==> config.mk <==
export PLATFORM = sky130hd
export DESIGN_NAME = addsub_serial_flat
export DESIGN_NICKNAME = d
export VERILOG_FILES = /design/src/rtl/addsub_serial_if.sv /design/src/rtl/addsub_serial.sv /design/src/flat_wrapper.sv
export SDC_FILE = /design/constraint.sdc
export NUM_CORES = 1
export LEC_CHECK = 0
export BUFFER_PORTS_ARGS = -buffer_cell sky130_fd_sc_hd__buf_2
export CAP_MARGIN = 10
export CORE_UTILIZATION = 40
export DETAILED_ROUTE_END_ITERATION = 8
export PLACE_DENSITY = 0.65
export SLEW_MARGIN = 20
export SYNTH_ARGS = -nofsm -noshare
export SYNTH_HDL_FRONTEND = slang
export SYNTH_SLANG_ARGS = --single-unit
==> constraint.sdc <==
create_clock -name clk -period 1.7 [get_ports clk]
set_input_delay 0.51 -clock clk [delete_from_list [all_inputs] [get_ports clk]]
set_output_delay 0.51 -clock clk [all_outputs]
set_load 0.005 [all_outputs]
==> src/rtl/addsub_serial_if.sv <==
// ============================================================================
// Module  : addsub_serial_if
// Brief   : Handshake/operand/result bundle for the serial adder-subtractor.
// Revision: 1.0 - initial release
// ============================================================================
`default_nettype none

interface addsub_serial_if #(
    parameter int WIDTH = 8
) ();
    logic             start;
    logic [WIDTH-1:0] a;
    logic [WIDTH-1:0] b;
    logic             m;
    logic             sat;
    logic             busy;
    logic             done;
    logic [WIDTH-1:0] y;
    logic             ovrflw;
    logic             cout;

    modport master (
        output start, a, b, m, sat,
        input  busy, done, y, ovrflw, cout
    );

    modport slave (
        input  start, a, b, m, sat,
        output busy, done, y, ovrflw, cout
    );
endinterface

`default_nettype wire

==> src/rtl/addsub_serial.sv <==
// ============================================================================
// Module  : addsub_serial
// Brief   : Digit-serial signed/unsigned adder-subtractor, LSB first, with
//           start/busy/done handshake, overflow flag and optional saturation.
// Revision: 1.0 - initial release
// ============================================================================
`default_nettype none

module addsub_serial #(
    parameter int WIDTH = 8,
    parameter int DIGIT = 1
) (
    input  wire logic      clk,
    input  wire logic      rst,
    addsub_serial_if.slave bus
);
    localparam int N  = WIDTH / DIGIT;
    localparam int CW = (N > 1) ? $clog2(N) : 1;

    typedef enum logic [1:0] {
        S_IDLE = 2'd0,
        S_RUN  = 2'd1,
        S_DONE = 2'd2
    } state_t;

    state_t           r_state;
    state_t           w_state_nxt;

    logic [WIDTH-1:0] r_a;
    logic [WIDTH-1:0] r_b;
    logic [WIDTH-1:0] r_ysh;
    logic [WIDTH-1:0] r_y;
    logic [CW-1:0]    r_cnt;
    logic             r_carry;
    logic             r_sat;
    logic             r_amsb;
    logic             r_ovf;
    logic             r_cout;

    logic [DIGIT:0]   w_sum;
    logic             w_cin_msb;
    logic             w_ovf;
    logic             w_last;
    logic             w_accept;
    logic [WIDTH-1:0] w_ysh_nxt;
    logic [WIDTH-1:0] w_res;

    assign w_sum = {1'b0, r_a[DIGIT-1:0]} + {1'b0, r_b[DIGIT-1:0]}
                 + {{DIGIT{1'b0}}, r_carry};

    // Carry into the top bit of the digit recovered from its sum bit; on the
    // last digit this is the carry into the word MSB.
    assign w_cin_msb = w_sum[DIGIT-1] ^ r_a[DIGIT-1] ^ r_b[DIGIT-1];
    assign w_ovf     = w_cin_msb ^ w_sum[DIGIT];
    assign w_last    = (r_cnt == CW'(N - 1));
    assign w_accept  = bus.start && ((r_state == S_IDLE) || (r_state == S_DONE));

    generate
        if (DIGIT == WIDTH) begin : g_single_digit
            assign w_ysh_nxt = w_sum[DIGIT-1:0];
        end else begin : g_multi_digit
            assign w_ysh_nxt = {w_sum[DIGIT-1:0], r_ysh[WIDTH-1:DIGIT]};
        end
    endgenerate

    // Overflow direction follows the sign of A for both add and subtract.
    assign w_res = (r_sat && w_ovf)
                 ? (r_amsb ? {1'b1, {(WIDTH-1){1'b0}}} : {1'b0, {(WIDTH-1){1'b1}}})
                 : w_ysh_nxt;

    always_comb begin
        w_state_nxt = r_state;
        case (r_state)
            S_IDLE:  if (bus.start) w_state_nxt = S_RUN;
            S_RUN:   if (w_last)    w_state_nxt = S_DONE;
            S_DONE:  w_state_nxt = bus.start ? S_RUN : S_IDLE;
            default: w_state_nxt = S_IDLE;
        endcase
    end

    always_ff @(posedge clk or posedge rst) begin
        if (rst) begin
            r_state <= S_IDLE;
        end else begin
            r_state <= w_state_nxt;
        end
    end

    always_ff @(posedge clk or posedge rst) begin
        if (rst) begin
            r_a     <= '0;
            r_b     <= '0;
            r_ysh   <= '0;
            r_y     <= '0;
            r_cnt   <= '0;
            r_carry <= 1'b0;
            r_sat   <= 1'b0;
            r_amsb  <= 1'b0;
            r_ovf   <= 1'b0;
            r_cout  <= 1'b0;
        end else if (w_accept) begin
            r_a     <= bus.a;
            r_b     <= bus.b ^ {WIDTH{bus.m}};
            r_carry <= bus.m;
            r_sat   <= bus.sat;
            r_amsb  <= bus.a[WIDTH-1];
            r_cnt   <= '0;
        end else if (r_state == S_RUN) begin
            r_a     <= r_a >> DIGIT;
            r_b     <= r_b >> DIGIT;
            r_ysh   <= w_ysh_nxt;
            r_carry <= w_sum[DIGIT];
            r_cnt   <= r_cnt + CW'(1);
            if (w_last) begin
                r_y    <= w_res;
                r_ovf  <= w_ovf;
                r_cout <= w_sum[DIGIT];
            end
        end
    end

    assign bus.busy   = (r_state == S_RUN);
    assign bus.done   = (r_state == S_DONE);
    assign bus.y      = r_y;
    assign bus.ovrflw = r_ovf;
    assign bus.cout   = r_cout;
endmodule

`default_nettype wire

==> src/flat_wrapper.sv <==
// flat-port wrapper written by rule: the top's interface ports become plain ports
module addsub_serial_flat 
#(
    parameter int WIDTH = 8,
    parameter int DIGIT = 1
)
  (clk, rst, bus_start, bus_a, bus_b, bus_m, bus_sat, bus_busy, bus_done, bus_y, bus_ovrflw, bus_cout);
  addsub_serial_if #(.WIDTH(WIDTH)) bus_i ();
  input  wire logic clk;
  input  wire logic rst;
  input wire logic [$bits(bus_i.start)-1:0] bus_start;
  input wire logic [$bits(bus_i.a)-1:0] bus_a;
  input wire logic [$bits(bus_i.b)-1:0] bus_b;
  input wire logic [$bits(bus_i.m)-1:0] bus_m;
  input wire logic [$bits(bus_i.sat)-1:0] bus_sat;
  output wire logic [$bits(bus_i.busy)-1:0] bus_busy;
  output wire logic [$bits(bus_i.done)-1:0] bus_done;
  output wire logic [$bits(bus_i.y)-1:0] bus_y;
  output wire logic [$bits(bus_i.ovrflw)-1:0] bus_ovrflw;
  output wire logic [$bits(bus_i.cout)-1:0] bus_cout;
  assign bus_i.start = bus_start;
  assign bus_i.a = bus_a;
  assign bus_i.b = bus_b;
  assign bus_i.m = bus_m;
  assign bus_i.sat = bus_sat;
  assign bus_busy = bus_i.busy;
  assign bus_done = bus_i.done;
  assign bus_y = bus_i.y;
  assign bus_ovrflw = bus_i.ovrflw;
  assign bus_cout = bus_i.cout;
  addsub_serial #(.WIDTH(WIDTH), .DIGIT(DIGIT)) u_core (.clk(clk), .rst(rst), .bus(bus_i));
endmodule
==> reports/metrics.cfg <==
[outcome]
outcome = completed

[power_and_ir_drop]
seq_power_share_pct = 42.6
power.internal_w = 0.00254
ir_worst_vdd_mv = 0.712
switching_share_pct = 37.7
p_clk_share_pct = 15.5
power_density_nw_per_um2 = 1900
p_comb_share_pct = 41.9
p_leak_nw = 1.07
p_switching_w = 0.00154

[clock_network]
cts.sinks = 41
cts_resized = 0
ctsHtreeMaxLevel = 2
worstSkewPairLatency_ns = 0.29
clk_pin_slew_worst_paths_ns = 0.07
cts_tree = done
clockBufferDepth = 2
cts-root-buf = clkbuf_8
numCtsBuffers = 5

[global_route]
grt_start_max_net_pins = 42
grt-ovfl-total = 0
grt_pass1_vias = 1375
antenna_found_initial = 0
grt_use_total_pct = 16.7
grt_pass1_wl_um = 6310

[logic_synthesis]
yosysUniqueCellTypes = 31
syn_nets = 209
ys_seq_area_share_pct = 55.8
ys_ff_latch = 41
syn_area_per_cell_um2 = 9.94
netlist_area_um2 = 1840
synthCells = 185
ys.warnings.count = 0

[drt]
drt_pre_antenna_iters = 5
totalWireLength_um = 3580
drcViolationCount = 0
drtAntennaViolNets = 0
vias = 1388
post_drt_via_cell_ratio = 5.08
avgRoutedWirePerCell_um = 13.1
first_iter_violations = 79

[final_layout]
final_cell_mix = nand2_1, dfrtp_1, buf_2
final_area_um2 = 2150
nNetsFinal = 245
drive_gt1_share_pct = 24.0
syn_to_final_growth_pct = 16.8
ff_latch_area_um2 = 1030
fillers = 433
final_common_cell = nand2_1
fin_util_pct = 49.0
antenna_cells = 0
multi_input_area_um2 = 729

[timing]
fin_crit_sh_pct = 95.8
final_max_slew_viol_count = 0
hold_viol_final = 0
finalSetupViolCount = 0
relSlewSlack_pct = 65.4
max_clock_freq_ghz = 0.614
worst_slew_pin_slew_ns = 0.520
finClkSkew_ns = 0.00517
rsz0062_at_grt = no
setup_tns_ns = 0
period_minus_slack_ns = 1.63

[min_path]
hold_path.class = input pin to async pin

[placed_design]
numPortBuffers = 32
gp_congestion = 0.756
hpwl_um = 2380
place_area_um2 = 2050

[worst_setup_path]
rr_worst_depth = 4
cp_slowest_stage_delay_ns = 0.45
critical_path_required_ns = 1.88
setup.worst_path.start = u_core.r_a[0]$_DFFE_PP0P_
crit_chain = fa_2, xor2_2, a31o_2, o22a_2
r2r-start = u_core.r_a[0]$_DFFE_PP0P_
critPathArrivalTime_ns = 1.81
r2r-end = u_core.bus.y[7]$_DFFE_PP0P_
end_kind = flip-flop
path_max_fanout = 5
r2r_setup_slack_ns = 0.07
endpoint = u_core.bus.y[7]$_DFFE_PP0P_
critPathKind = flip-flop to flip-flop
startpoint_type = flip-flop
slowest_stage = fa_2

[floorplan]
start_util_pct = 42.0
coreArea_um2 = 4380
io_pins = 33
die-area_um2 = 4870
die_h_um = 69.8
rows = 24
die_w_um = 69.8

[run]
cap_violations = 0

## repair_timing
item / 4_1_cts / 5_1_grt
setup buffers: 1 / 0
endpoints found under the setup margin: 1 / 1
hold buffers: 0 / 0
pin swaps: 0 / 1
## layout make-up
class	count	area share [%]
sequential	41	47.8
clock buffer	7	4.02
tap	52	3.03
inverter	5	0.990
multi-input combinational	128	34.0
timing repair buffer	40	10.3
## state kept, by name, indices dropped and copies added, names as in the netlist
| name | cells |
|---|---|
| u_core.r_ysh | 7 |
| u_core.r_state | 2 |
| u_core.r_sat | 1 |
| u_core.bus.ovrflw | 1 |
| u_core.bus.y | 8 |
| u_core.r_cnt | 3 |
| u_core.r_a | 8 |
| u_core.bus.cout | 1 |
| u_core.r_amsb | 1 |
| u_core.r_carry | 1 |
| u_core.r_b | 8 |
## routing by layer
metal / up-vias / GRT usage [%] / wire, um
li1: 695 / - / -
met1: 646 / 22.5 / 1790
met2: 43 / 25.1 / 1570
met3: 4 / 5.38 / 168
met4: 0 / 6.00 / 46
met5: - / 0 / 0
## cell families (layout without fill, tap and decap cells)
kind of cell / count (synthesis) / after routing / share of synthesized area (%)
and+or+nand+nor: 72 / 72 / 16.3
AOI/OAI and AO/OA: 42 / 42 / 15.0
DFF: 41 / 41 / 55.8
buffers and inverters: 16 / 52 / 4.69
xor gates and xnor gates: 10 / 10 / 5.17
adders and majority gates: 3 / 3 / 2.45
muxes: 1 / 1 / 0.612
## power by group through the flow
stage	logic (W)	registers (W)	clock network (W)
after floorplan	0.00126	0.00170	0
after global placement	0.00168	0.00174	0
after detailed placement	0.00171	0.00176	0
after CTS	0.00173	0.00174	0.000648
after global routing	0.00197	0.00180	0.000698
final	0.00171	0.00174	0.000631
## Yosys cell counts
cell type	count	area, um2
o22ai_1	1	6.26
clkbuf_2	1	5.00
nand2_1	49	184
a2bb2oi_1	3	26.3
o21ai_0	12	60.1
inv_4	1	6.26
a31oi_1	8	50.1
nand3b_2	1	11.3
buf_2	6	30.0
a22o_1	4	35.0
xor2_1	8	70.1
nand3_1	8	40.0
mux2_2	1	11.3
a31o_2	1	8.76
a21oi_1	4	20.0
nor2b_1	2	12.5
ha_1	2	25.0
dfrtp_1	41	1030
o22a_2	1	10.0
clkbuf_1	1	3.75
nand2b_1	2	12.5
xor2_2	1	16.3
fa_1	1	20.0
xnor2_1	1	8.76
inv_1	4	15.0
buf_6	1	11.3
nor2_1	9	33.8
a21boi_0	1	7.51
nor3_1	1	5.00
buf_4	2	15.0
a22oi_1	7	52.6
## worst min path at each step
| stage | to | slack [ns] | cells after the start |
|---|---|---|---|
| 3_3_place_gp | u_core.bus.ovrflw$_DFFE_PP0P_ | 0.46 | 2 |
| 2_1_floorplan | u_core.r_ysh[1]$_DFFE_PP0P_ | 0.45 | 2 |
| 4_1_cts | u_core.r_state[0]$_DFFE_PP0P_ | 0.35 | 3 |
| 6_report | u_core.r_state[0]$_DFFE_PP0P_ | 0.34 | 3 |
| 5_1_grt | u_core.bus.y[4]$_DFFE_PP0P_ | 0.39 | 3 |
| 3_5_place_dp | u_core.bus.ovrflw$_DFFE_PP0P_ | 0.47 | 2 |
## through the flow
| stage | cells | worst slack, ns | power (W) | hold slack (ns) |
|---|---|---|---|---|
| 6_report | 273 | 0.0708 | 0.00408 | 0.340 |
| 5_1_grt | 273 | 0.00333 | 0.00447 | 0.394 |
| 4_1_cts | 273 | 0.0642 | 0.00412 | 0.353 |
| 3_5_place_dp | 265 | 0.0849 | 0.00347 | 0.466 |
| 3_3_place_gp | 265 | 0.108 | 0.00342 | 0.459 |
| 2_1_floorplan | 185 | 0.0388 | 0.00296 | 0.447 |
## worst max-delay path, delay by kind of cell, from the launching register on
kind / cells / cell delay [ns]
compound gates: 2 / 0.49
fa+ha+maj: 1 / 0.45
xor+xnor: 1 / 0.18
flops: 1 / 0.41
Power figures use the tool's default switching activity.
